**src/rtl/vdr_pkg.sv**
```systemverilog
// Shared types and sizing for the variable-delay responder.
// Delay inputs are one bit wider than MAX_DELAY needs so that out-of-range requests can be clamped.
package vdr_pkg;

  localparam int MAX_DELAY_DEF     = 15;
  localparam int DEPTH_DEF         = 16;
  localparam int DEFAULT_DELAY_DEF = 2;

  localparam int TS_W  = $clog2(MAX_DELAY_DEF + 1) + 1;
  localparam int DLY_W = TS_W;
  localparam int CW    = $clog2(DEPTH_DEF + 1);

  typedef logic [DLY_W-1:0] delay_t;
  typedef logic [TS_W-1:0]  ts_t;

  function automatic delay_t clamp_delay(input delay_t d, input delay_t max_d);
    delay_t r;
    if (d > max_d) begin
      r = max_d;
    end else begin
      r = d;
    end
    return r;
  endfunction

endpackage

```
**src/rtl/vdr_checker.sv**
```systemverilog
// Concurrent checks for the responder, compiled only when VDR_SVA_EN is defined.
`ifdef VDR_SVA_EN
module vdr_checker
  import vdr_pkg::*;
(
  input logic          clk,
  input logic          rst,
  input logic          trig_i,
  input logic          push_i,
  input delay_t        dly_i,
  input logic          resp_o,
  input logic [CW-1:0] pending_o,
  input logic          overflow_o
);

  localparam int SW = 1 << DLY_W;

  // Bit p set means a response is owed at the edge p+1 cycles after the current one.
  logic [SW-1:0] sched_q, sched_d;

  always_comb begin
    sched_d = sched_q >> 1;
    if (push_i) begin
      sched_d[dly_i - delay_t'(1)] = 1'b1;
    end else begin
      sched_d = sched_d;
    end
  end

  always_ff @(posedge clk) begin
    if (rst) begin
      sched_q <= '0;
    end else begin
      sched_q <= sched_d;
    end
  end

  a_resp_on_time : assert property (@(posedge clk) disable iff (rst)
    (sched_q[0] || (trig_i && dly_i == '0)) |-> resp_o)
    else $error("vdr: accepted trigger not answered after its delay");

  a_no_spurious : assert property (@(posedge clk) disable iff (rst)
    (resp_o && dly_i != '0) |-> (pending_o != '0 && sched_q[0]))
    else $error("vdr: response with nothing pending");

  a_ovf_sticky : assert property (@(posedge clk) disable iff (rst)
    overflow_o |=> overflow_o)
    else $error("vdr: overflow flag fell without reset");

endmodule
`endif

```
**src/rtl/vdr_fifo.sv**
```systemverilog
// Pointer-based synchronous FIFO of due timestamps; push and pop may share an edge.
module vdr_fifo
  import vdr_pkg::*;
#(
  parameter int DEPTH = DEPTH_DEF
) (
  input  logic          clk,
  input  logic          rst,
  input  logic          push_i,
  input  logic          pop_i,
  input  ts_t           data_i,
  output logic          full_o,
  output logic          empty_o,
  output logic [CW-1:0] count_o,
  output ts_t           head_o
);

  localparam int PTR_W = (DEPTH > 1) ? $clog2(DEPTH) : 1;

  ts_t              mem_q [DEPTH];
  logic [PTR_W-1:0] wr_q, wr_d, rd_q, rd_d;
  logic [CW-1:0]    cnt_q, cnt_d;
  logic             do_push_s, do_pop_s;

  always_comb begin
    do_pop_s  = pop_i && (cnt_q != '0);
    do_push_s = push_i && ((cnt_q != CW'(DEPTH)) || do_pop_s);
    wr_d      = wr_q;
    rd_d      = rd_q;
    if (do_push_s) begin
      wr_d = (wr_q == PTR_W'(DEPTH - 1)) ? '0 : wr_q + PTR_W'(1);
    end else begin
      wr_d = wr_q;
    end
    if (do_pop_s) begin
      rd_d = (rd_q == PTR_W'(DEPTH - 1)) ? '0 : rd_q + PTR_W'(1);
    end else begin
      rd_d = rd_q;
    end
    case ({do_push_s, do_pop_s})
      2'b10:   cnt_d = cnt_q + CW'(1);
      2'b01:   cnt_d = cnt_q - CW'(1);
      default: cnt_d = cnt_q;
    endcase
  end

  always_ff @(posedge clk) begin
    if (rst) begin
      wr_q  <= '0;
      rd_q  <= '0;
      cnt_q <= '0;
    end else begin
      wr_q  <= wr_d;
      rd_q  <= rd_d;
      cnt_q <= cnt_d;
    end
  end

  // Storage needs no reset: entries are only read once the count covers them.
  always_ff @(posedge clk) begin
    if (do_push_s) begin
      mem_q[wr_q] <= data_i;
    end
  end

  assign full_o  = (cnt_q == CW'(DEPTH));
  assign empty_o = (cnt_q == '0);
  assign count_o = cnt_q;
  assign head_o  = mem_q[rd_q];

endmodule

```
**src/rtl/variable_delay_responder.sv**
```systemverilog
// Trigger->response generator with runtime-programmable delay and bounded outstanding triggers.
// Define VDR_SVA_EN to bind in the embedded concurrent checks.
module variable_delay_responder
  import vdr_pkg::*;
#(
  parameter int MAX_DELAY     = MAX_DELAY_DEF,
  parameter int DEPTH         = DEPTH_DEF,
  parameter int DEFAULT_DELAY = DEFAULT_DELAY_DEF
) (
  input  logic             clk,
  input  logic             rst,
  input  logic             trig_i,
  input  logic [DLY_W-1:0] delay_i,
  input  logic             delay_load,
  output logic             resp_o,
  output logic             busy_o,
  output logic [CW-1:0]    pending_o,
  output logic             load_err_o,
  output logic             overflow_o
);

  ts_t           now_q, now_d, head_s, due_ts_s;
  delay_t        dly_q, dly_d;
  logic          load_err_q, load_err_d, ovf_q, ovf_d;
  logic          fifo_full_s, fifo_empty_s;
  logic [CW-1:0] fifo_count_s;
  logic          zero_dly_s, due_s, push_s, load_ok_s;

  // Equality-only due matching makes timestamp wrap harmless: the in-flight window is under 2^TS_W.
  always_comb begin
    zero_dly_s = (dly_q == '0);
    due_s      = !fifo_empty_s && (head_s == now_q);
    push_s     = trig_i && !zero_dly_s && (!fifo_full_s || due_s);
    due_ts_s   = now_q + ts_t'(dly_q);
    now_d      = now_q + ts_t'(1);
    load_ok_s  = delay_load && (fifo_count_s == '0) && !trig_i;
    load_err_d = delay_load && !load_ok_s;
    if (load_ok_s) begin
      dly_d = clamp_delay(delay_i, delay_t'(MAX_DELAY));
    end else begin
      dly_d = dly_q;
    end
    if (trig_i && !zero_dly_s && fifo_full_s && !due_s) begin
      ovf_d = 1'b1;
    end else begin
      ovf_d = ovf_q;
    end
  end

  always_ff @(posedge clk) begin
    if (rst) begin
      now_q      <= '0;
      dly_q      <= delay_t'(DEFAULT_DELAY);
      load_err_q <= 1'b0;
      ovf_q      <= 1'b0;
    end else begin
      now_q      <= now_d;
      dly_q      <= dly_d;
      load_err_q <= load_err_d;
      ovf_q      <= ovf_d;
    end
  end

  vdr_fifo #(.DEPTH(DEPTH)) u_fifo (
    .clk     (clk),
    .rst     (rst),
    .push_i  (push_s),
    .pop_i   (due_s),
    .data_i  (due_ts_s),
    .full_o  (fifo_full_s),
    .empty_o (fifo_empty_s),
    .count_o (fifo_count_s),
    .head_o  (head_s)
  );

  // Zero delay bypasses the FIFO, which is guaranteed empty because loads require idle.
  assign resp_o     = zero_dly_s ? trig_i : due_s;
  assign busy_o     = (fifo_count_s != '0);
  assign pending_o  = fifo_count_s;
  assign load_err_o = load_err_q;
  assign overflow_o = ovf_q;

`ifdef VDR_SVA_EN
  vdr_checker u_chk (
    .clk        (clk),
    .rst        (rst),
    .trig_i     (trig_i),
    .push_i     (push_s),
    .dly_i      (dly_q),
    .resp_o     (resp_o),
    .pending_o  (fifo_count_s),
    .overflow_o (ovf_q)
  );
`endif

endmodule

```
**config.mk**
```make
export PLATFORM = sky130hd
export DESIGN_NAME = variable_delay_responder
export DESIGN_NICKNAME = d
export VERILOG_FILES = /design/src/rtl/vdr_pkg.sv /design/src/rtl/vdr_checker.sv /design/src/rtl/vdr_fifo.sv /design/src/rtl/variable_delay_responder.sv
export SDC_FILE = /design/constraint.sdc
export NUM_CORES = 1
export LEC_CHECK = 0
export BUFFER_PORTS_ARGS = -buffer_cell sky130_fd_sc_hd__buf_2
export CAP_MARGIN = 20
export CORE_UTILIZATION = 55
export DETAILED_ROUTE_END_ITERATION = 6
export GPL_TIMING_DRIVEN = 1
export PLACE_DENSITY_LB_ADDON = 0.08
export SYNTH_ARGS = -nofsm -noshare
export SYNTH_HDL_FRONTEND = slang
export SYNTH_HIERARCHICAL = 1
export SYNTH_SLANG_ARGS = --single-unit
```
**constraint.sdc**
```tcl
create_clock -name clk -period 4.2 [get_ports clk]
set_input_delay 0.42 -clock clk [delete_from_list [all_inputs] [get_ports clk]]
set_output_delay 0.42 -clock clk [all_outputs]
set_load 0.03 [all_outputs]
```
==> results.ini <==
[die]
die_w_um = 95.3
start_util = 0.577
rows = 33
die_y_um = 95.3
ios = 18
core_area_um2 = 8300
die_area_um2 = 9080

[clock_tree]
clk_path_buf_depth = 2
clk_latency_ns = 0.36
cts_sinks = 109
cts_setup_buffers = 0
cts_root_buf = clkbuf_8
cts_resized = 0
cts.reportedPaths.clkPinSlew_ns = 0.10
cts-buffers-inserted = 9
hold_buffers = 0
htreeDepth = 3
cts_tree = done

[synthesis]
synth-seq-area-share = 0.623
syn_inst = 318
synth_edf_count = 80
synth-main-ff-cell = edfxtp_1
syn_avg_cell_area_um2 = 15.0
synth_nets = 342
synthArstFlopShare = 0
synth.distinct_cells = 61
synth_seq_cells = 109
yosysWarnings = 6
netlist_area_um2 = 4790

[setup_path]
cp_max_fo = 10
r2r_setup_slack_ns = 0.27
cp.required_ns = 4.49
worstSetupPathType = reg -> reg
start_kind = register
cp.arrival_ns = 4.22
cp-endpoint = u_fifo/count_o[4]$_SDFFE_PP0P_
r2r_end = u_fifo/count_o[4]$_SDFFE_PP0P_
rr_worst_depth = 15
endpoint_kind = register

[timing]
setup_tns_ns = 0
max_freq_mhz = 255
fin_crit_ns = 3.93
worst_hold_slack_ns = 0.301
fin_crit_sh = 0.935
hold_viol_final = 0
finalSetupViolations = 0
worst_pin_slew_ns = 0.779
drv_slew = 0
relSlewSlack = 0.476
rsz0062_at_grt = no
finClkSkew_ns = 0.0147

[pwr]
powerDensity_nw_per_um2 = 452
switchingPower_w = 0.000634
pwr-share-seq = 0.531
p_comb_frac = 0.168
p_leak_nw = 1.90
p_int_w = 0.00177
swShare = 0.263
ir_drop_mv = 0.190
total_power_w = 0.00241
pwr-share-clk = 0.301

[routing]
drtIter0Drc = 155
route.detailed.drc = 0
totalWireLength_um = 9090
first_pass_iters = 5
via_per_inst = 6.01
wire_per_inst_um = 19.9
drtAntennaViolNets = 0
vias = 2742

[grt]
grt_pass1_wl_um = 13800
grtUsageTotal = 0.216
grt_max_degree = 27
grt_pass1_vias = 2614
overflow = 0
antenna_found_initial = 0

[placed_design]
io_buffers = 17
hpwl_um = 6250
gp_congestion = 0.769

[outcome]
outcome = completed

[layout]
nets = 371
num_antenna_cells = 0
area_growth_pct = 11.3
final_layout_size_suffix_gt1_frac = 0.239

[flow_run]
cap_violations = 0

[worst_hold_path]
hp-class = in -> reg

how the worst min path moves through the flow:
stage                            startpoint                 endpoint  slack (ns)  depth (start not counted)
global placement    overflow_o$_SDFFE_PP0P_  overflow_o$_SDFFE_PP0P_        0.44                          2
floorplan               now_q[0]$_SDFF_PP0_      now_q[0]$_SDFF_PP0_        0.45                          1
detailed placement  overflow_o$_SDFFE_PP0P_  overflow_o$_SDFFE_PP0P_        0.47                          2
CTS                              delay_i[1]    dly_q[1]$_SDFFE_PP1P_        0.28                          3
finish                           delay_i[1]    dly_q[1]$_SDFFE_PP1P_        0.30                          3
global route                     delay_load    load_err_o$_SDFF_PP0_        0.31                          2
through the flow:
stage / cell area, um2 / setup slack [ns] / utilization / cells
2_1_floorplan: 4790 / 0.213 / - / 318
4_1_cts: 5270 / 0.0940 / 0.635 / 454
6_report: 5330 / 0.273 / 0.642 / 456
3_3_place_gp: 5030 / 0.230 / 0.607 / 439
3_5_place_dp: 5030 / 0.137 / 0.607 / 439
5_1_grt: 5330 / 0.0308 / 0.642 / 456
cell usage after synthesis (4+ instances only):
master     n  area share
nor2_1    20       0.016
and2_1     8       0.010
ha_1      13       0.034
o21ai_0    4      0.0042
edfxtp_1  80        0.50
nor2b_1    6      0.0078
nor3b_1    4      0.0063
a21oi_1   11       0.012
nand2_1    8      0.0063
nand3_1    5      0.0052
mux4_2    20       0.094
xnor2_1    8       0.015
dfxtp_1   29        0.12
xor2_1     7       0.013
nor4b_1    4      0.0073
a21o_1     4      0.0063
clkbuf_1   6      0.0047
inv_1      9      0.0071
a22oi_1   10       0.016
nor3_1     5      0.0052
and3_1     5      0.0065
power by group through the flow:
stage / logic (W) / registers (W) / clock network [W]
finish: 0.000405 / 0.00128 / 0.000726
global route: 0.000444 / 0.00129 / 0.000787
CTS: 0.000398 / 0.00128 / 0.000744
detailed placement: 0.000396 / 0.00130 / 0
global placement: 0.000386 / 0.00130 / 0
floorplan: 0.000273 / 0.00131 / 0
area by class of cell:
| type | instances | area, um2 |
|---|---|---|
| clock buffers | 9 | 124 |
| inverters | 10 | 37.5 |
| multi-input cells | 188 | 1740 |
| repair buffers | 29 | 205 |
| clock inverters | 6 | 111 |
| flip-flops and latches | 109 | 2980 |
| well taps | 105 | 131 |
| fillers | 593 | 2970 |
registers in the layout (all words and copies together) (netlist names), named ones only:
| register | cells |
|---|---|
| u_fifo/mem_q | 80 |
| now_q | 5 |
| dly_q | 5 |
| u_fifo/rd_q | 4 |
| u_fifo/wr_q | 4 |
| overflow_o | 1 |
| u_fifo/count_o | 5 |
| load_err_o | 1 |
worst max-delay path, stage by stage, from the launching register on:
cell and delay (ns):
dfxtp_2 0.39, buf_12 0.17, mux4_2 0.52, a22oi_1 0.26, nand2_1 0.10, xnor2_1 0.16, nand4_1 0.22, nor3_4 0.28
nor2b_1 0.32, o21ai_4 0.12, inv_2 0.16, ha_1 0.30, a21o_1 0.20, a2111oi_1 0.37, o21ai_0 0.13, a31oi_1 0.18
cells by family (layout without fill, tap and decap cells):
| kind of cell | Yosys count | count (layout) | share of synthesized area |
|---|---|---|---|
| AND/OR/NAND/NOR | 80 | 80 | 0.0975 |
| adder cells (fa/ha/maj) | 15 | 15 | 0.0424 |
| XOR/XNOR | 15 | 15 | 0.0275 |
| buffers and inverters | 21 | 54 | 0.0193 |
| AO/OA/AOI/OAI | 53 | 53 | 0.0850 |
| flip-flops | 109 | 109 | 0.623 |
| multiplexers | 25 | 25 | 0.105 |
cell usage in the layout, fill, tap and decap left out, types with 2 or more instances in the layout:
cell,n
edfxtp_1,80
a21o_1,4
nand3_1,5
nand2b_1,3
o21ai_0,4
xnor2_1,8
o21ai_4,2
dfxtp_1,28
nor2_1,20
nor3b_1,4
buf_4,10
nor4b_1,4
mux4_2,20
ha_1,13
mux2i_1,3
a211oi_1,3
a21oi_1,11
inv_1,9
a31oi_1,2
a311o_1,2
nor3_1,5
clkbuf_8,9
xor2_1,7
o211ai_1,2
and3_1,5
buf_2,17
a22oi_1,7
bufinv_16,3
and2_1,8
nor2b_1,6
nand2_1,8
a22oi_2,3
routing by layer:
metal	up-vias	global-route usage	wire length [um]
met5	-	0	0
met4	0	0.0821	136
met3	12	0.0502	482
met2	73	0.340	4420
met1	1369	0.293	4050
li1	1288	-	-
Power figures use the tool's default switching activity.
